[config.mk]
export PLATFORM = sky130hd
export DESIGN_NAME = seg_to_hex_capture_flat
export DESIGN_NICKNAME = d
export VERILOG_FILES = /design/src/rtl/seg_to_hex_capture_pkg.sv /design/src/rtl/seg_to_hex_capture_if.sv /design/src/rtl/seg_to_hex_capture_decode.sv /design/src/rtl/seg_to_hex_capture.sv /design/src/flat_wrapper.sv
export SDC_FILE = /design/constraint.sdc
export NUM_CORES = 1
export LEC_CHECK = 0
export CORE_MARGIN = 2
export CORE_UTILIZATION = 30
export CTS_BUF_LIST = sky130_fd_sc_hd__clkbuf_16
export CTS_CLUSTER_DIAMETER = 50
export CTS_CLUSTER_SIZE = 40
export DETAILED_ROUTE_END_ITERATION = 8
export MAX_ROUTING_LAYER = met4
export PLACE_DENSITY = 0.45
export SLEW_MARGIN = 0
export SYNTH_ARGS = -nofsm -noshare
export SYNTH_HDL_FRONTEND = slang
export SYNTH_SLANG_ARGS = --single-unit
[constraint.sdc]
create_clock -name CLK -period 3.15 [get_ports CLK]
set_input_delay 0.945 -clock CLK [delete_from_list [all_inputs] [get_ports CLK]]
set_output_delay 0.945 -clock CLK [all_outputs]
set_load 0.005 [all_outputs]
[src/rtl/seg_to_hex_capture_pkg.sv]
`default_nettype none
// +--------------------------------------------------------------------------+
// | Package : seg_pkg                                                        |
// | Purpose : Shared types and constants for seg_to_hex_capture. Holds the   |
// |           7-bit segment type, the sixteen legal digit patterns, the      |
// |           BLANK pattern and the capture FSM state encoding.              |
// | Ports   : none                                                           |
// | Rev     : 1.0  initial release                                           |
// +--------------------------------------------------------------------------+
package seg_pkg;

   // Bit 0 = segment a ... bit 6 = segment g.
   typedef logic [6:0] seg_t;

   typedef enum logic [0:0] {
      ST_UNSTABLE = 1'b0,
      ST_LOCKED   = 1'b1
   } state_t;

   // Patterns are written as a..g left to right; this reverses them so that
   // segment a lands in bit 0.
   function automatic seg_t seg_abcdefg(input logic [6:0] s);
      return {s[0], s[1], s[2], s[3], s[4], s[5], s[6]};
   endfunction

   localparam seg_t SEG_0     = seg_abcdefg(7'b1111110);
   localparam seg_t SEG_1     = seg_abcdefg(7'b0110000);
   localparam seg_t SEG_2     = seg_abcdefg(7'b1101101);
   localparam seg_t SEG_3     = seg_abcdefg(7'b1111001);
   localparam seg_t SEG_4     = seg_abcdefg(7'b0110011);
   localparam seg_t SEG_5     = seg_abcdefg(7'b1011011);
   localparam seg_t SEG_6     = seg_abcdefg(7'b1011111);
   localparam seg_t SEG_7     = seg_abcdefg(7'b1110000);
   localparam seg_t SEG_8     = seg_abcdefg(7'b1111111);
   localparam seg_t SEG_9     = seg_abcdefg(7'b1110011);
   localparam seg_t SEG_A     = seg_abcdefg(7'b1110111);
   localparam seg_t SEG_B     = seg_abcdefg(7'b0011111);
   localparam seg_t SEG_C     = seg_abcdefg(7'b1001110);
   localparam seg_t SEG_D     = seg_abcdefg(7'b0111101);
   localparam seg_t SEG_E     = seg_abcdefg(7'b1001111);
   localparam seg_t SEG_F     = seg_abcdefg(7'b1000111);
   localparam seg_t SEG_BLANK = 7'b0000000;

   // Entry i holds the pattern for hex digit i.
   localparam logic [15:0][6:0] SEG_TABLE = {
      SEG_F, SEG_E, SEG_D, SEG_C, SEG_B, SEG_A, SEG_9, SEG_8,
      SEG_7, SEG_6, SEG_5, SEG_4, SEG_3, SEG_2, SEG_1, SEG_0
   };

endpackage : seg_pkg
`default_nettype wire

[src/rtl/seg_to_hex_capture_if.sv]
`default_nettype none
// +--------------------------------------------------------------------------+
// | Interface : seg_to_hex_capture_if                                        |
// | Purpose   : Segment input plus decoded-digit valid/ready channel and     |
// |             status flags of seg_to_hex_capture.                          |
// | Signals   : SEV   [6:0] segment pattern (bit 0 = a)                      |
// |             HEX   [3:0] decoded digit, valid while VALID                 |
// |             VALID       decoded digit pending                            |
// |             READY       consumer accepts HEX when VALID && READY         |
// |             ERR         one-cycle pulse on an accepted illegal pattern   |
// |             OVF         sticky: a legal digit was dropped                |
// | Modports  : master - pattern source / digit consumer                     |
// |             slave  - the capture block                                   |
// | Rev       : 1.0  initial release                                         |
// +--------------------------------------------------------------------------+
interface seg_to_hex_capture_if;
   import seg_pkg::*;

   seg_t       SEV;
   logic [3:0] HEX;
   logic       VALID;
   logic       READY;
   logic       ERR;
   logic       OVF;

   modport master (output SEV, output READY,
                   input  HEX, input VALID, input ERR, input OVF);

   modport slave  (input  SEV, input READY,
                   output HEX, output VALID, output ERR, output OVF);

endinterface : seg_to_hex_capture_if
`default_nettype wire

[src/rtl/seg_to_hex_capture_decode.sv]
`default_nettype none
// +--------------------------------------------------------------------------+
// | Module  : seg_decode                                                     |
// | Purpose : Combinational seven-segment to hex decoder.                    |
// | Ports   : seg_i   [6:0] pattern (bit 0 = a)                              |
// |           hit_o         pattern is one of the sixteen legal digits       |
// |           blank_o       pattern is all segments off                      |
// |           value_o [3:0] digit value, 0 when hit_o is low                 |
// | Rev     : 1.0  initial release                                           |
// +--------------------------------------------------------------------------+
module seg_decode
   import seg_pkg::*;
(
   input  seg_t       seg_i,
   output logic       hit_o,
   output logic       blank_o,
   output logic [3:0] value_o
);

   always_comb begin
      hit_o   = 1'b0;
      value_o = 4'h0;
      blank_o = (seg_i == SEG_BLANK);
      for (int i = 0; i < 16; i++) begin
         if (!hit_o && (seg_i == SEG_TABLE[i])) begin
            hit_o   = 1'b1;
            value_o = i[3:0];
         end
      end
   end

endmodule : seg_decode
`default_nettype wire

[src/rtl/seg_to_hex_capture.sv]
`default_nettype none
// +--------------------------------------------------------------------------+
// | Module  : seg_to_hex_capture                                             |
// | Purpose : Debounces a seven-segment pattern, decodes it once it has been |
// |           stable for STABLE_CYCLES samples and offers the digit on a     |
// |           valid/ready channel. Illegal patterns pulse ERR; digits that   |
// |           arrive while one is still pending are dropped and set OVF.     |
// | Params  : STABLE_CYCLES  identical samples needed to accept (1..255)     |
// | Ports   : CLK  clock, rising edge                                        |
// |           RST  synchronous active-high reset                             |
// |           bus  seg_to_hex_capture_if.slave (SEV/HEX/VALID/READY/ERR/OVF) |
// | Rev     : 1.0  initial release                                           |
// +--------------------------------------------------------------------------+
module seg_to_hex_capture
   import seg_pkg::*;
#(
   parameter int STABLE_CYCLES = 4
)(
   input  wire                 CLK,
   input  wire                 RST,
   seg_to_hex_capture_if.slave bus
);

   localparam int               RUN_W   = $clog2(STABLE_CYCLES + 1);
   localparam logic [RUN_W-1:0] RUN_MAX = RUN_W'(STABLE_CYCLES);

   seg_t             prev_q;
   logic [RUN_W-1:0] run_q,   run_d;
   state_t           state_q, state_d;
   logic [3:0]       hex_q,   hex_d;
   logic             valid_q, valid_d;
   logic             err_q,   err_d;
   logic             ovf_q,   ovf_d;

   logic             sev_change;
   logic             accept;
   logic             dec_hit;
   logic             dec_blank;
   logic [3:0]       dec_value;

   seg_decode u_decode (
      .seg_i   (bus.SEV),
      .hit_o   (dec_hit),
      .blank_o (dec_blank),
      .value_o (dec_value)
   );

   // Run counter and FSM next state.
   always_comb begin
      sev_change = (bus.SEV != prev_q);
      run_d      = run_q;
      state_d    = state_q;

      if (sev_change) begin
         run_d = RUN_W'(1);
      end else if (run_q != RUN_MAX) begin
         run_d = run_q + 1'b1;
      end

      // Acceptance looks at the post-edge run length so that a pattern first
      // sampled on edge 1 is taken on edge STABLE_CYCLES.
      accept = (state_q == ST_UNSTABLE) && (run_d == RUN_MAX);

      case (state_q)
         ST_UNSTABLE: if (accept)     state_d = ST_LOCKED;
         ST_LOCKED:   if (sev_change) state_d = ST_UNSTABLE;
         default:                     state_d = ST_UNSTABLE;
      endcase
   end

   // Output channel next state.
   always_comb begin
      hex_d   = hex_q;
      valid_d = valid_q;
      err_d   = 1'b0;
      ovf_d   = ovf_q;

      if (valid_q && bus.READY) begin
         valid_d = 1'b0;
      end

      if (accept && dec_hit) begin
         // A handshake on this edge frees the slot for the new digit.
         if (!valid_q || bus.READY) begin
            hex_d   = dec_value;
            valid_d = 1'b1;
         end else begin
            ovf_d   = 1'b1;
         end
      end else if (accept && !dec_blank) begin
         err_d = 1'b1;
      end
   end

   always_ff @(posedge CLK) begin
      if (RST) begin
         prev_q  <= SEG_BLANK;
         run_q   <= '0;
         state_q <= ST_UNSTABLE;
         hex_q   <= 4'h0;
         valid_q <= 1'b0;
         err_q   <= 1'b0;
         ovf_q   <= 1'b0;
      end else begin
         prev_q  <= bus.SEV;
         run_q   <= run_d;
         state_q <= state_d;
         hex_q   <= hex_d;
         valid_q <= valid_d;
         err_q   <= err_d;
         ovf_q   <= ovf_d;
      end
   end

   assign bus.HEX   = hex_q;
   assign bus.VALID = valid_q;
   assign bus.ERR   = err_q;
   assign bus.OVF   = ovf_q;

endmodule : seg_to_hex_capture
`default_nettype wire

[src/flat_wrapper.sv]
// flat-port wrapper written by rule: the top's interface ports become plain ports
module seg_to_hex_capture_flat import seg_pkg::*;
#(
   parameter int STABLE_CYCLES = 4
)
  (CLK, RST, bus_SEV, bus_READY, bus_HEX, bus_VALID, bus_ERR, bus_OVF);
  seg_to_hex_capture_if bus_i ();
  input  wire CLK;
  input  wire RST;
  input wire logic [$bits(bus_i.SEV)-1:0] bus_SEV;
  input wire logic [$bits(bus_i.READY)-1:0] bus_READY;
  output wire logic [$bits(bus_i.HEX)-1:0] bus_HEX;
  output wire logic [$bits(bus_i.VALID)-1:0] bus_VALID;
  output wire logic [$bits(bus_i.ERR)-1:0] bus_ERR;
  output wire logic [$bits(bus_i.OVF)-1:0] bus_OVF;
  assign bus_i.SEV = bus_SEV;
  assign bus_i.READY = bus_READY;
  assign bus_HEX = bus_i.HEX;
  assign bus_VALID = bus_i.VALID;
  assign bus_ERR = bus_i.ERR;
  assign bus_OVF = bus_i.OVF;
  seg_to_hex_capture #(.STABLE_CYCLES(STABLE_CYCLES)) u_core (.CLK(CLK), .RST(RST), .bus(bus_i));
endmodule
==> impl_results.md <==
- Outcome: finished clean
- Maximum vdd drop: 157.0 uV
- Post-route ant nets: 0
- Fill cell count: 394
- Kind of critical path: input pin to flop
- WHS Path Cells: 2
- Worst-path clk slew: 0.05 ns
- Core area: 0.003971 mm2
- Worst R2R Path Depth: 7
- Worst path required time: 3.29 ns
- Final worst path period need: 2.851 ns
- Reg2reg end: u_core.bus.HEX[3]$_SDFFE_PP0P_
- Share of the synthesized area in the top cell type: 29.12%
- Startpoint type of the worst setup path: input pin
- Post-synth top area cell: dfxtp_1
- Ant diodes: 0
- Hold Path Origin: u_core.bus.OVF$_SDFFE_PP0P_
- Post CTS Setup Buffer Count: 0
- Largest cells by area after synthesis: dfxtp_1, nor2b_1, xnor2_1
- Hold Fails Final Rpt: 0
- Maxcap violations: 0
- Initial Utilization: 31.16%
- Gr ovfl total: 0
- Standard-cell rows: 23
- Routability Congestion: 0.8270
- Final Net Count: 177
- Worst slew margin: 60.80%
- CTS sink count: 18
- Post-synthesis instance total: 143
- Layout cell share with drive strength beyond 1: 15.95%
- CP arrival: 2.99 ns
- Crit end category: flop
- Cts bufs inserted: 3
- P per Cell Area: 366.7 mW/mm2
- Detailed-route via count: 1092
- Commonest non-fill, non-tap cells in the layout: dfxtp_1, clkdlybuf4s50_1, nand2_1, buf_4, nor2b_1
- Port buffer count: 16
- Reg area: 360.3 um2
- Cells after DPL: 210
- Pleak: 0.6164 nW
- Number of global-route vias before repair: 1036
- Final setup TNS: 0 ns
- Vias per cell: 5.127
- RSZ-0062 raised after global routing: no
- DIE WIDTH: 68.23 um
- GRT Total Usage: 14.86%
- Post-synthesis sequential area ratio: 29.12%
- Final Power: 0.5771 mW
- F_max: 350.7 MHz
- Flop-to-flop setup slack: 0.90 ns
- Top-level I/O count: 17
- Starting DRT DRC Count: 37
- Max stage delay on crit path: 0.48 ns
- Syn Nets: 155
- Drt drc: 0
- Clock Skew: 0.001445 ns
- Distinct cells, synth: 50
- Hold Path End: u_core.bus.OVF$_SDFFE_PP0P_
- Synthesized area per cell: 8.653 um2
- Post-Layout Cell Count: 213
- CTS tree: done
- Layout overhead on the synthesized area: 27.20%
- Area of the die: 0.004655 mm2
- Total iterations of the first detailed-routing run: 4
- Post-synth ARST share: 0%
- Total number of H-tree levels: 1
- Crit-path slowest cell: or4bb_1
- Setup-failing EPs final: 0
- Footprint of the multi-input gates: 799.5 um2
- Initial antenna violation count: 0
- Post-synth EDFFs: 0
- Most common cell after layout, fill and taps aside: dfxtp_1
- Largest net degree at the start of global routing: 17
- Final Max Tran Viols: 0
- First-pass GRT wire length: 4968 um
- WL per Instance: 13.98 um
- Clock tree root driver cell: clkbuf_16
- Post-CTS sizing: 0
- DP HPWL: 2275 um
- Util after Layout: 39.63%
- Worst r2r src: u_core.run_q[1]$_SDFF_PP0_
- Hold Buf Count CTS: 0
- Yosys reg bits: 18
- Synth Flop Type: dfxtp_1
- Worst slew pin tran: 0.5862 ns
- Clock Latency Late Sink: 0.25 ns
- CTS Buffer Depth: 2
- Period utilization: 90.51%
- Worst-path fanout max: 13
- Yosys warnings: 0
- CP cell instances: clkdlybuf4s50_1 -> buf_4 -> or4bb_1 -> a31oi_1 -> a211o_1 -> o2111ai_4 -> mux2_4
- Start point of the critical path: bus_SEV[5]
- Hold WC Path Type: flop to flop
- Post-Syn Area: 0.001237 mm2
- Final wirelength: 2977 um
- Die Y-Extent: 68.23 um
[critical path: cells and delay by family]
kind | cells | cell delay, ns
buf+inv | 2 | 0.65
compound gates | 3 | 0.59
simple gates | 1 | 0.48
mux | 1 | 0.33
[synth_stat cells (3+ instances only)]
cell type	n
mux2i_1	4
xnor2_1	6
clkbuf_1	6
o21ai_0	3
a21oi_1	6
xor2_1	3
or4bb_1	3
inv_1	5
nor2b_1	9
nand3b_1	4
nand2b_1	3
dfxtp_1	18
buf_2	5
nand3_1	3
nor3_1	3
nor2_1	5
nand2_1	13
[final cells by class]
type	instances	area share (%)
Clock buffer	3	4.769
Inverter	5	1.192
Multi-Input combinational cell	108	50.79
Sequential cell	18	22.89
Tap cell	50	3.975
Timing Repair Buffer	29	16.38
[sequential cells by signal (all words and copies together), names as in the netlist]
name and cells:
u_core.run_q 3, u_core.bus.ERR 1, u_core.bus.VALID 1, u_core.bus.HEX 4
u_core.prev_q 7, u_core.state_q 1, u_core.bus.OVF 1
[worst max path at each step]
stage	to	slack, ns
after detailed placement	u_core.bus.HEX[3]$_SDFFE_PP0P_	0.05
after CTS	u_core.bus.HEX[3]$_SDFFE_PP0P_	0.29
after global placement	u_core.bus.HEX[3]$_SDFFE_PP0P_	0.08
after floorplan	u_core.bus.HEX[0]$_SDFFE_PP0P_	0.54
after global routing	u_core.bus.HEX[3]$_SDFFE_PP0P_	0.17
final	u_core.bus.HEX[3]$_SDFFE_PP0P_	0.30
[per-layer routing]
layer | up-vias | routed length (um) | track usage [%]
met3 | 2 | 63 | 1.974
met5 | - | 0 | -
li1 | 560 | - | -
met1 | 512 | 1419 | 18.38
met4 | 0 | 16 | 6.000
met2 | 18 | 1477 | 24.39
[stage by stage]
step           hold WS, ns  setup slack, ns  instance area [um2]
3_3_place_gp        0.4342          0.07651                 1499
2_1_floorplan       0.4495           0.5422                 1237
5_1_grt             0.5025           0.1683                 1574
6_report            0.4516           0.2988                 1574
3_5_place_dp        0.4464          0.04769                 1499
4_1_cts             0.4580           0.2875                 1574
[report_power, final]
| part | switching, mW | total, mW | internal [mW] |
|---|---|---|---|
| Clock | 0.0811 | 0.248 | 0.167 |
| Combinational | 0.0499 | 0.0928 | 0.0429 |
| Sequential | 0.00250 | 0.236 | 0.234 |
[kinds of logic after synthesis]
kind of cell | after synthesis | synth area share, %
multiplexers | 6 | 5.663
AND/OR/NAND/NOR | 63 | 32.46
AO/OA/AOI/OAI | 28 | 18.10
XOR/XNOR | 9 | 6.370
flip-flops | 18 | 29.12
buffers and inverters | 17 | 6.269
adder cells (fa/ha/maj) | 2 | 2.022
Note: power is estimated with default switching activity, not from simulation.
